`src/rtl/design_select_sequencer_if.sv`:
```
// Design-select handshake between a controller and design_select_sequencer.
// The controller drives the request; the sequencer reports progress and the owning slot.
interface design_select_sequencer_if #(
  parameter int SEL_W = 6
);
  logic [SEL_W-1:0] des_sel;
  logic             sel_valid;
  logic             sel_ready;
  logic             sel_err;
  logic             busy;
  logic [SEL_W-1:0] active_sel;

  modport master (
    output des_sel, sel_valid,
    input  sel_ready, sel_err, busy, active_sel
  );

  modport slave (
    input  des_sel, sel_valid,
    output sel_ready, sel_err, busy, active_sel
  );
endinterface

```
`src/rtl/design_select_sequencer.sv`:
```
// Routes shared chip IO to one of NUM_DES designs. A design switch runs isolate -> reset -> settle
// so the new design always starts from a clean reset and the pads never see a partial switch.
module design_select_sequencer #(
  parameter int NUM_DES       = 64,
  parameter int IO_W          = 12,
  parameter int SEL_W         = $clog2(NUM_DES),
  parameter int SYNC_STAGES   = 2,
  parameter int RST_CYCLES    = 4,
  parameter int SETTLE_CYCLES = 2
) (
  input  logic                    clock,
  input  logic                    reset_n,
  input  logic [IO_W-1:0]         io_in,
  output logic [IO_W-1:0]         io_out,
  input  logic                    user_reset,
  input  logic                    sync_inputs,
  input  logic                    hold_if_not_sel,
  design_select_sequencer_if.slave sel_if,
  output logic [NUM_DES*IO_W-1:0] des_io_in,
  input  logic [NUM_DES*IO_W-1:0] des_io_out,
  output logic [NUM_DES-1:0]      des_reset
);

  localparam int CNT_MAX = (RST_CYCLES > SETTLE_CYCLES) ? RST_CYCLES : SETTLE_CYCLES;
  localparam int CNT_W   = (CNT_MAX < 2) ? 1 : $clog2(CNT_MAX);
  localparam logic [CNT_W-1:0] RST_LOAD    = CNT_W'(RST_CYCLES - 1);
  localparam logic [CNT_W-1:0] SETTLE_LOAD = CNT_W'(SETTLE_CYCLES - 1);
  localparam logic [SEL_W:0]   NUM_LIMIT   = (SEL_W + 1)'(NUM_DES);

  typedef enum logic [1:0] {
    ST_ACTIVE,
    ST_ISOLATE,
    ST_RST,
    ST_SETTLE
  } state_e;

  state_e                            state_q, state_d;
  logic [CNT_W-1:0]                  cnt_q, cnt_d;
  logic [SEL_W-1:0]                  active_sel_q, active_sel_d;
  logic [SEL_W-1:0]                  target_q, target_d;
  logic                              sel_err_q, sel_err_d;
  logic [IO_W-1:0]                   io_out_q, io_out_d;
  logic [SYNC_STAGES-1:0][IO_W:0]    sync_q;

  logic [IO_W:0]   raw_in;
  logic [IO_W:0]   in_sel;
  logic            req_legal;
  logic            route_in;
  logic            active_rst;
  logic [IO_W-1:0] active_out;

  // user_reset rides in the top bit so it shares the io_in synchroniser
  assign raw_in    = {user_reset, io_in};
  assign in_sel    = sync_inputs ? sync_q[SYNC_STAGES-1] : raw_in;
  assign req_legal = ({1'b0, sel_if.des_sel} < NUM_LIMIT);

  always_ff @(posedge clock or negedge reset_n) begin
    if (!reset_n) begin
      sync_q <= '0;
    end else begin
      sync_q <= {sync_q[SYNC_STAGES-2:0], raw_in};
    end
  end

  always_ff @(posedge clock or negedge reset_n) begin
    if (!reset_n) begin
      state_q      <= ST_RST;
      cnt_q        <= RST_LOAD;
      active_sel_q <= '0;
      target_q     <= '0;
      sel_err_q    <= 1'b0;
      io_out_q     <= '0;
    end else begin
      state_q      <= state_d;
      cnt_q        <= cnt_d;
      active_sel_q <= active_sel_d;
      target_q     <= target_d;
      sel_err_q    <= sel_err_d;
      io_out_q     <= io_out_d;
    end
  end

  always_comb begin
    state_d      = state_q;
    cnt_d        = cnt_q;
    active_sel_d = active_sel_q;
    target_d     = target_q;
    sel_err_d    = 1'b0;
    case (state_q)
      ST_ACTIVE: begin
        if (sel_if.sel_valid) begin
          if (req_legal) begin
            target_d = sel_if.des_sel;
            state_d  = ST_ISOLATE;
          end else begin
            sel_err_d = 1'b1;
          end
        end
      end
      ST_ISOLATE: begin
        active_sel_d = target_q;
        cnt_d        = RST_LOAD;
        state_d      = ST_RST;
      end
      ST_RST: begin
        if (cnt_q == '0) begin
          cnt_d   = SETTLE_LOAD;
          state_d = ST_SETTLE;
        end else begin
          cnt_d = cnt_q - 1'b1;
        end
      end
      ST_SETTLE: begin
        if (cnt_q == '0) begin
          state_d = ST_ACTIVE;
        end else begin
          cnt_d = cnt_q - 1'b1;
        end
      end
    endcase
  end

  always_comb begin
    route_in = (state_q == ST_SETTLE) || (state_q == ST_ACTIVE);
    case (state_q)
      ST_RST:    active_rst = 1'b1;
      ST_SETTLE: active_rst = 1'b0;
      default:   active_rst = in_sel[IO_W];
    endcase
  end

  // Compare-based slot decode keeps every path X-free whatever active_sel holds
  always_comb begin
    des_io_in  = '0;
    des_reset  = '0;
    active_out = '0;
    for (int unsigned i = 0; i < NUM_DES; i++) begin
      if (active_sel_q == SEL_W'(i)) begin
        if (route_in) begin
          des_io_in[i*IO_W +: IO_W] = in_sel[IO_W-1:0];
        end
        des_reset[i] = active_rst;
        active_out   = des_io_out[i*IO_W +: IO_W];
      end else begin
        des_reset[i] = hold_if_not_sel;
      end
    end
    if (!reset_n) begin
      des_reset = '1;
    end
  end

  assign io_out_d = (state_q == ST_ACTIVE) ? active_out : '0;
  assign io_out   = io_out_q;

  assign sel_if.sel_ready  = (state_q == ST_ACTIVE);
  assign sel_if.busy       = (state_q != ST_ACTIVE);
  assign sel_if.sel_err    = sel_err_q;
  assign sel_if.active_sel = active_sel_q;

endmodule

```
`src/flat_wrapper.sv`:
```
// flat-port wrapper written by rule: the top's interface ports become plain ports
module design_select_sequencer_flat 
#(
  parameter int NUM_DES       = 64,
  parameter int IO_W          = 12,
  parameter int SEL_W         = $clog2(NUM_DES),
  parameter int SYNC_STAGES   = 2,
  parameter int RST_CYCLES    = 4,
  parameter int SETTLE_CYCLES = 2
)
  (clock, reset_n, io_in, io_out, user_reset, sync_inputs, hold_if_not_sel, des_io_in, des_io_out, des_reset, sel_if_des_sel, sel_if_sel_valid, sel_if_sel_ready, sel_if_sel_err, sel_if_busy, sel_if_active_sel);
  design_select_sequencer_if #(.SEL_W(SEL_W)) sel_if_i ();
  input  logic clock;
  input  logic reset_n;
  input  logic [IO_W-1:0] io_in;
  output logic [IO_W-1:0] io_out;
  input  logic user_reset;
  input  logic sync_inputs;
  input  logic hold_if_not_sel;
  output logic [NUM_DES*IO_W-1:0] des_io_in;
  input  logic [NUM_DES*IO_W-1:0] des_io_out;
  output logic [NUM_DES-1:0] des_reset;
  input wire logic [$bits(sel_if_i.des_sel)-1:0] sel_if_des_sel;
  input wire logic [$bits(sel_if_i.sel_valid)-1:0] sel_if_sel_valid;
  output wire logic [$bits(sel_if_i.sel_ready)-1:0] sel_if_sel_ready;
  output wire logic [$bits(sel_if_i.sel_err)-1:0] sel_if_sel_err;
  output wire logic [$bits(sel_if_i.busy)-1:0] sel_if_busy;
  output wire logic [$bits(sel_if_i.active_sel)-1:0] sel_if_active_sel;
  assign sel_if_i.des_sel = sel_if_des_sel;
  assign sel_if_i.sel_valid = sel_if_sel_valid;
  assign sel_if_sel_ready = sel_if_i.sel_ready;
  assign sel_if_sel_err = sel_if_i.sel_err;
  assign sel_if_busy = sel_if_i.busy;
  assign sel_if_active_sel = sel_if_i.active_sel;
  design_select_sequencer #(.NUM_DES(NUM_DES), .IO_W(IO_W), .SEL_W(SEL_W), .SYNC_STAGES(SYNC_STAGES), .RST_CYCLES(RST_CYCLES), .SETTLE_CYCLES(SETTLE_CYCLES)) u_core (.clock(clock), .reset_n(reset_n), .io_in(io_in), .io_out(io_out), .user_reset(user_reset), .sync_inputs(sync_inputs), .hold_if_not_sel(hold_if_not_sel), .sel_if(sel_if_i), .des_io_in(des_io_in), .des_io_out(des_io_out), .des_reset(des_reset));
endmodule
```
`config.mk`:
```
export PLATFORM = sky130hd
export DESIGN_NAME = design_select_sequencer_flat
export DESIGN_NICKNAME = d
export VERILOG_FILES = /design/src/rtl/design_select_sequencer_if.sv /design/src/rtl/design_select_sequencer.sv /design/src/flat_wrapper.sv
export SDC_FILE = /design/constraint.sdc
export NUM_CORES = 1
export LEC_CHECK = 0
export CORE_AREA = 2 2 643 645
export DETAILED_ROUTE_END_ITERATION = 10
export DIE_AREA = 0 0 645 647
export SYNTH_ARGS = -nofsm -noshare
export SYNTH_HDL_FRONTEND = slang
export SYNTH_SLANG_ARGS = --single-unit
export TNS_END_PERCENT = 100
```
`constraint.sdc`:
```
create_clock -name clock -period 3.6 [get_ports clock]
set_input_delay 0.9 -clock clock [delete_from_list [all_inputs] [get_ports clock]]
set_output_delay 0.9 -clock clock [all_outputs]
set_load 0.03 [all_outputs]
```
==> results by group <==
Pwr
  • P_leak: 15.1 nW
  • P_int: 7.19 mW
  • Overall Power: 19.4 mW
  • Peak VDD IR: 0.357 mV
  • Combinational share of power: 91.4%
  • Reg power frac: 4.7%
  • Clock share of power: 3.9%
  • Power Density: 492 nW/um^2
  • NetSw: 12.2 mW
  • Switching share of power: 63.0%

Timing
  • RSZ-0062 raised after global routing: true
  • Setup violations, final: 0
  • Worst Skew: 0.0546 ns
  • Least-Margin Pin Slew: 1.20 ns
  • Period utilisation layout: 99.6%
  • Minimum clock period: 3.58 ns
  • Final Max Tran Viols: 0
  • Fin. Hold Viols: 0
  • Worst Setup Slack, final: 0.0159 ns
  • Max Freq: 0.279 GHz
  • Max transition margin: 19.2%

GRT
  • GR Overflow Total: 0
  • Pin count of the biggest net entering global routing: 52
  • All-Layer GR Usage: 14.3%
  • First-pass GRT wire length: 368,000 microns
  • Initial antenna violation count: 197
  • Vias in the first global route: 25,778

Detailed routing
  • Post-route ant nets: 0
  • DR pass1 iterations: 8
  • WL per Instance: 32.5 microns
  • Drc violations: 0
  • DR vias: 27,956
  • Via density: 2.89
  • WL final: 315,000 microns
  • First DRT Iteration DRCs: 3,473

Final layout
  • Finished Layout Cells: 9,688
  • Fin area: 39,500 sq um
  • Fraction of layout cells with a size suffix above 1: 37.1%
  • Total Nets Final: 4,947
  • FILL cells: 48,042
  • Area Overhead vs Synth: 212%

Setup path
  • CP Max Fanout: 47
  • CP delay by family, top: buffers and inverters
  • CP peak stage delay: 0.49 ns
  • Critical Path Start: io_in[9]
  • R2r setup slk: 0.05 ns
  • Critical path type: primary input to output pin
  • Slowest CP cell: clkdlybuf4s50_1
  • R2R depth: 13
  • Reg-to-reg startpoint: u_core.sel_if.active_sel[5]$_DFFE_PN0N_
  • Crit path capture type: output pin
  • Worst EP arrival: 2.68 ns
  • WP buf/inv: 3
  • CP cell instances: clkdlybuf4s50_1 > mux2i_1 > or2_4 > buf_12 > nor2_1 > buf_4
  • Critical Path RT: 2.70 ns
  • RR Endpoint: u_core.io_out[1]$_DFF_PN0_
  • CP Launch Type: primary input

Hold path
  • Min-Delay Endpoint: u_core.sync_q[20]$_DFF_PN0_
  • Hold Startpoint: u_core.sync_q[7]$_DFF_PN0_
  • Min-Delay Path Class: register to register
  • Min-Delay Path Depth: 0

Run status
  • Status: finished, final reports clean

Floorplan
  • Die Wd: 645 microns
  • Starting Density: 3.08%
  • Core area: 411,000 sq um
  • Site row count: 236
  • Top Ports: 1,645
  • Die Area: 417,000 sq um
  • Die height: 647 microns

Logic synthesis
  • Post-synth EDFFs: 0
  • Syn nets: 3,038
  • Mapped Avg Cell Area: 5.65 sq um
  • Synth Area in XOR/XNOR: 0%
  • Post-Synth Simple-Gate Area: 43.7%
  • Post-synthesis mux area share: 2.62%
  • Synth Instances: 2,240
  • Post-synthesis register bit count: 54
  • Main combinational cell family by area after synthesis: simple AND/OR/NAND/NOR gates
  • Register area share after synthesis: 10.7%
  • Mapped cell area: 12,700 sq um
  • Main synth FF type: dfrtp_1
  • Ys Warns: 0
  • Async set-reset flop share out of synthesis: 100%
  • Netlist cell types: 78
  • Compound-gate portion of the synthesized area: 32.6%
  • Post-Synth Adder-Cell Area: 0.593%

Placed design
  • RD Place Congestion: 0.958
  • Dpl cells: 9,588
  • Area after DPL: 38,500 sq um
  • Number of port buffers: 1,643
  • Pre-CTS WS: -0.550 ns
  • Hpwl dp: 284,000 microns

Clock tree
  • Num CTS Buffers: 5
  • CTS Sinks: 54
  • Worst-Skew Late Latency: 0.45 ns
  • H-tree depth: 2
  • TritonCTS clock tree: built
  • Clk slew on worst S/H paths: 0.10 ns
  • CTS Root Cell: clkbuf_16
  • Clock Path Buffers: 2
  • Hold Buf Count CTS: 0

Flow run
  • # Max-Cap Violations: 0
sequential cells by signal, summed over array words and instances, names as in the netlist:
name,cells
u_core.cnt_q,2
u_core.io_out,12
u_core.sel_if.active_sel,6
u_core.state_q,2
u_core.sync_q,26
u_core.target_q,6
per-layer routing:
metal / up-vias / share of wire (%) / GRT usage (%)
met5: - / 0.14 / 0
met4: 66 / 3.9 / 4.94
met3: 502 / 6.4 / 2.93
met2: 2066 / 46 / 23.6
met1: 13532 / 43 / 18.3
li1: 11790 / - / -
layout by cell type (no fill, tap or decap), types with 16 or more instances in the layout:
| cell type | count |
|---|---|
| nand2_2 | 29 |
| nor2_2 | 24 |
| nor2_1 | 853 |
| clkdlybuf4s50_1 | 804 |
| nand3_1 | 51 |
| a211oi_1 | 16 |
| buf_6 | 17 |
| buf_4 | 1197 |
| o21ai_1 | 16 |
| o22ai_1 | 19 |
| a21oi_1 | 60 |
| o21ai_0 | 75 |
| nor3_1 | 27 |
| o211ai_1 | 74 |
| a221oi_1 | 48 |
| buf_12 | 140 |
| nand4_1 | 30 |
| a22oi_1 | 178 |
| dfrtp_1 | 47 |
| diode_2 | 64 |
| nand2_1 | 151 |
cell families (layout without fill, tap and decap cells):
kind of cell / after synthesis / in the layout
compound gates: 578 / 578
fa+ha+maj: 6 / 6
buf+inv: 289 / 2199
flops: 54 / 54
mux: 29 / 29
other cells: 1 / 65
simple gates: 1283 / 1283
power groups by stage:
stage          Combinational (mW)  Clock [mW]  Sequential (mW)
2_1_floorplan                5.44           0            0.989
3_3_place_gp                 17.6           0            0.946
3_5_place_dp                 17.6           0            0.947
4_1_cts                      18.2       0.869            0.924
5_1_grt                      18.6       0.846            0.935
6_report                     17.8       0.749            0.922
metrics by stage:
stage / hold WS, ns / setup TNS (ns) / utilization, %
after floorplan: 0.331 / 0 / -
after detailed placement: 0.338 / -4.60 / 9.36
final: 0.359 / 0 / 9.61
after global placement: 0.333 / -5.15 / 9.36
after CTS: 0.366 / -0.00482 / 9.53
after global routing: 0.372 / -0.0160 / 9.59
cell type report:
cell class                 instances  area (sq um)  area share, %
tap                             5474          6850           17.3
sequential                        54          1360           3.44
multi-input combinational       1897         10600           26.7
clock inverter                     3          28.8         0.0729
inverter                          11          41.3          0.105
antenna                           64           160          0.406
clock buffer                       5           125          0.317
timing repair buffer            2180         20400           51.6
repair_timing:
action | CTS | global route
resized for setup | 103 | 17
setup endpoints to repair | 765 | 52
setup buffers | 17 | 10
pin swaps | 12 | 11
gates cloned | 2 | 0
worst max path at each step:
stage	endpoint	slack, ns	depth (start not counted)
after detailed placement	u_core.io_out[6]$_DFF_PN0_	-0.55	11
after floorplan	des_io_in[109]	0.17	7
after global routing	des_reset[22]	-0.009	7
after global placement	u_core.io_out[0]$_DFF_PN0_	-0.66	9
final	des_io_in[465]	0.02	6
after CTS	des_reset[23]	-0.003	6
synthesized netlist by cell type (5+ instances only):
master,count,share of area [%]
a222oi_1,14,1.1
a31oi_1,6,0.30
mux2_2,13,1.2
a22oi_1,179,11
nor3_1,32,1.3
nor2_2,9,0.44
inv_1,10,0.30
and3_1,11,0.54
dfrtp_1,51,10
buf_1,63,1.9
a221oi_1,48,3.3
o211ai_1,74,4.4
mux2i_1,14,1.1
a221o_1,9,0.71
clkbuf_1,147,4.4
or4b_1,5,0.40
or2_2,12,0.59
o22ai_1,20,0.99
nand4_1,30,1.5
buf_4,22,1.3
ha_1,6,0.59
buf_2,45,1.8
a21oi_1,62,2.5
nor4_1,7,0.35
nor2_4,7,0.62
o2111ai_1,8,0.55
a211oi_1,17,1.0
or3_1,7,0.35
o21ai_0,82,3.2
a22o_1,6,0.42
nand4b_1,6,0.42
nand3_1,51,2.0
o221ai_1,6,0.42
nor2_1,869,26
nand2_1,193,5.7
o21ai_1,12,0.47
Power figures use the tool's default switching activity.
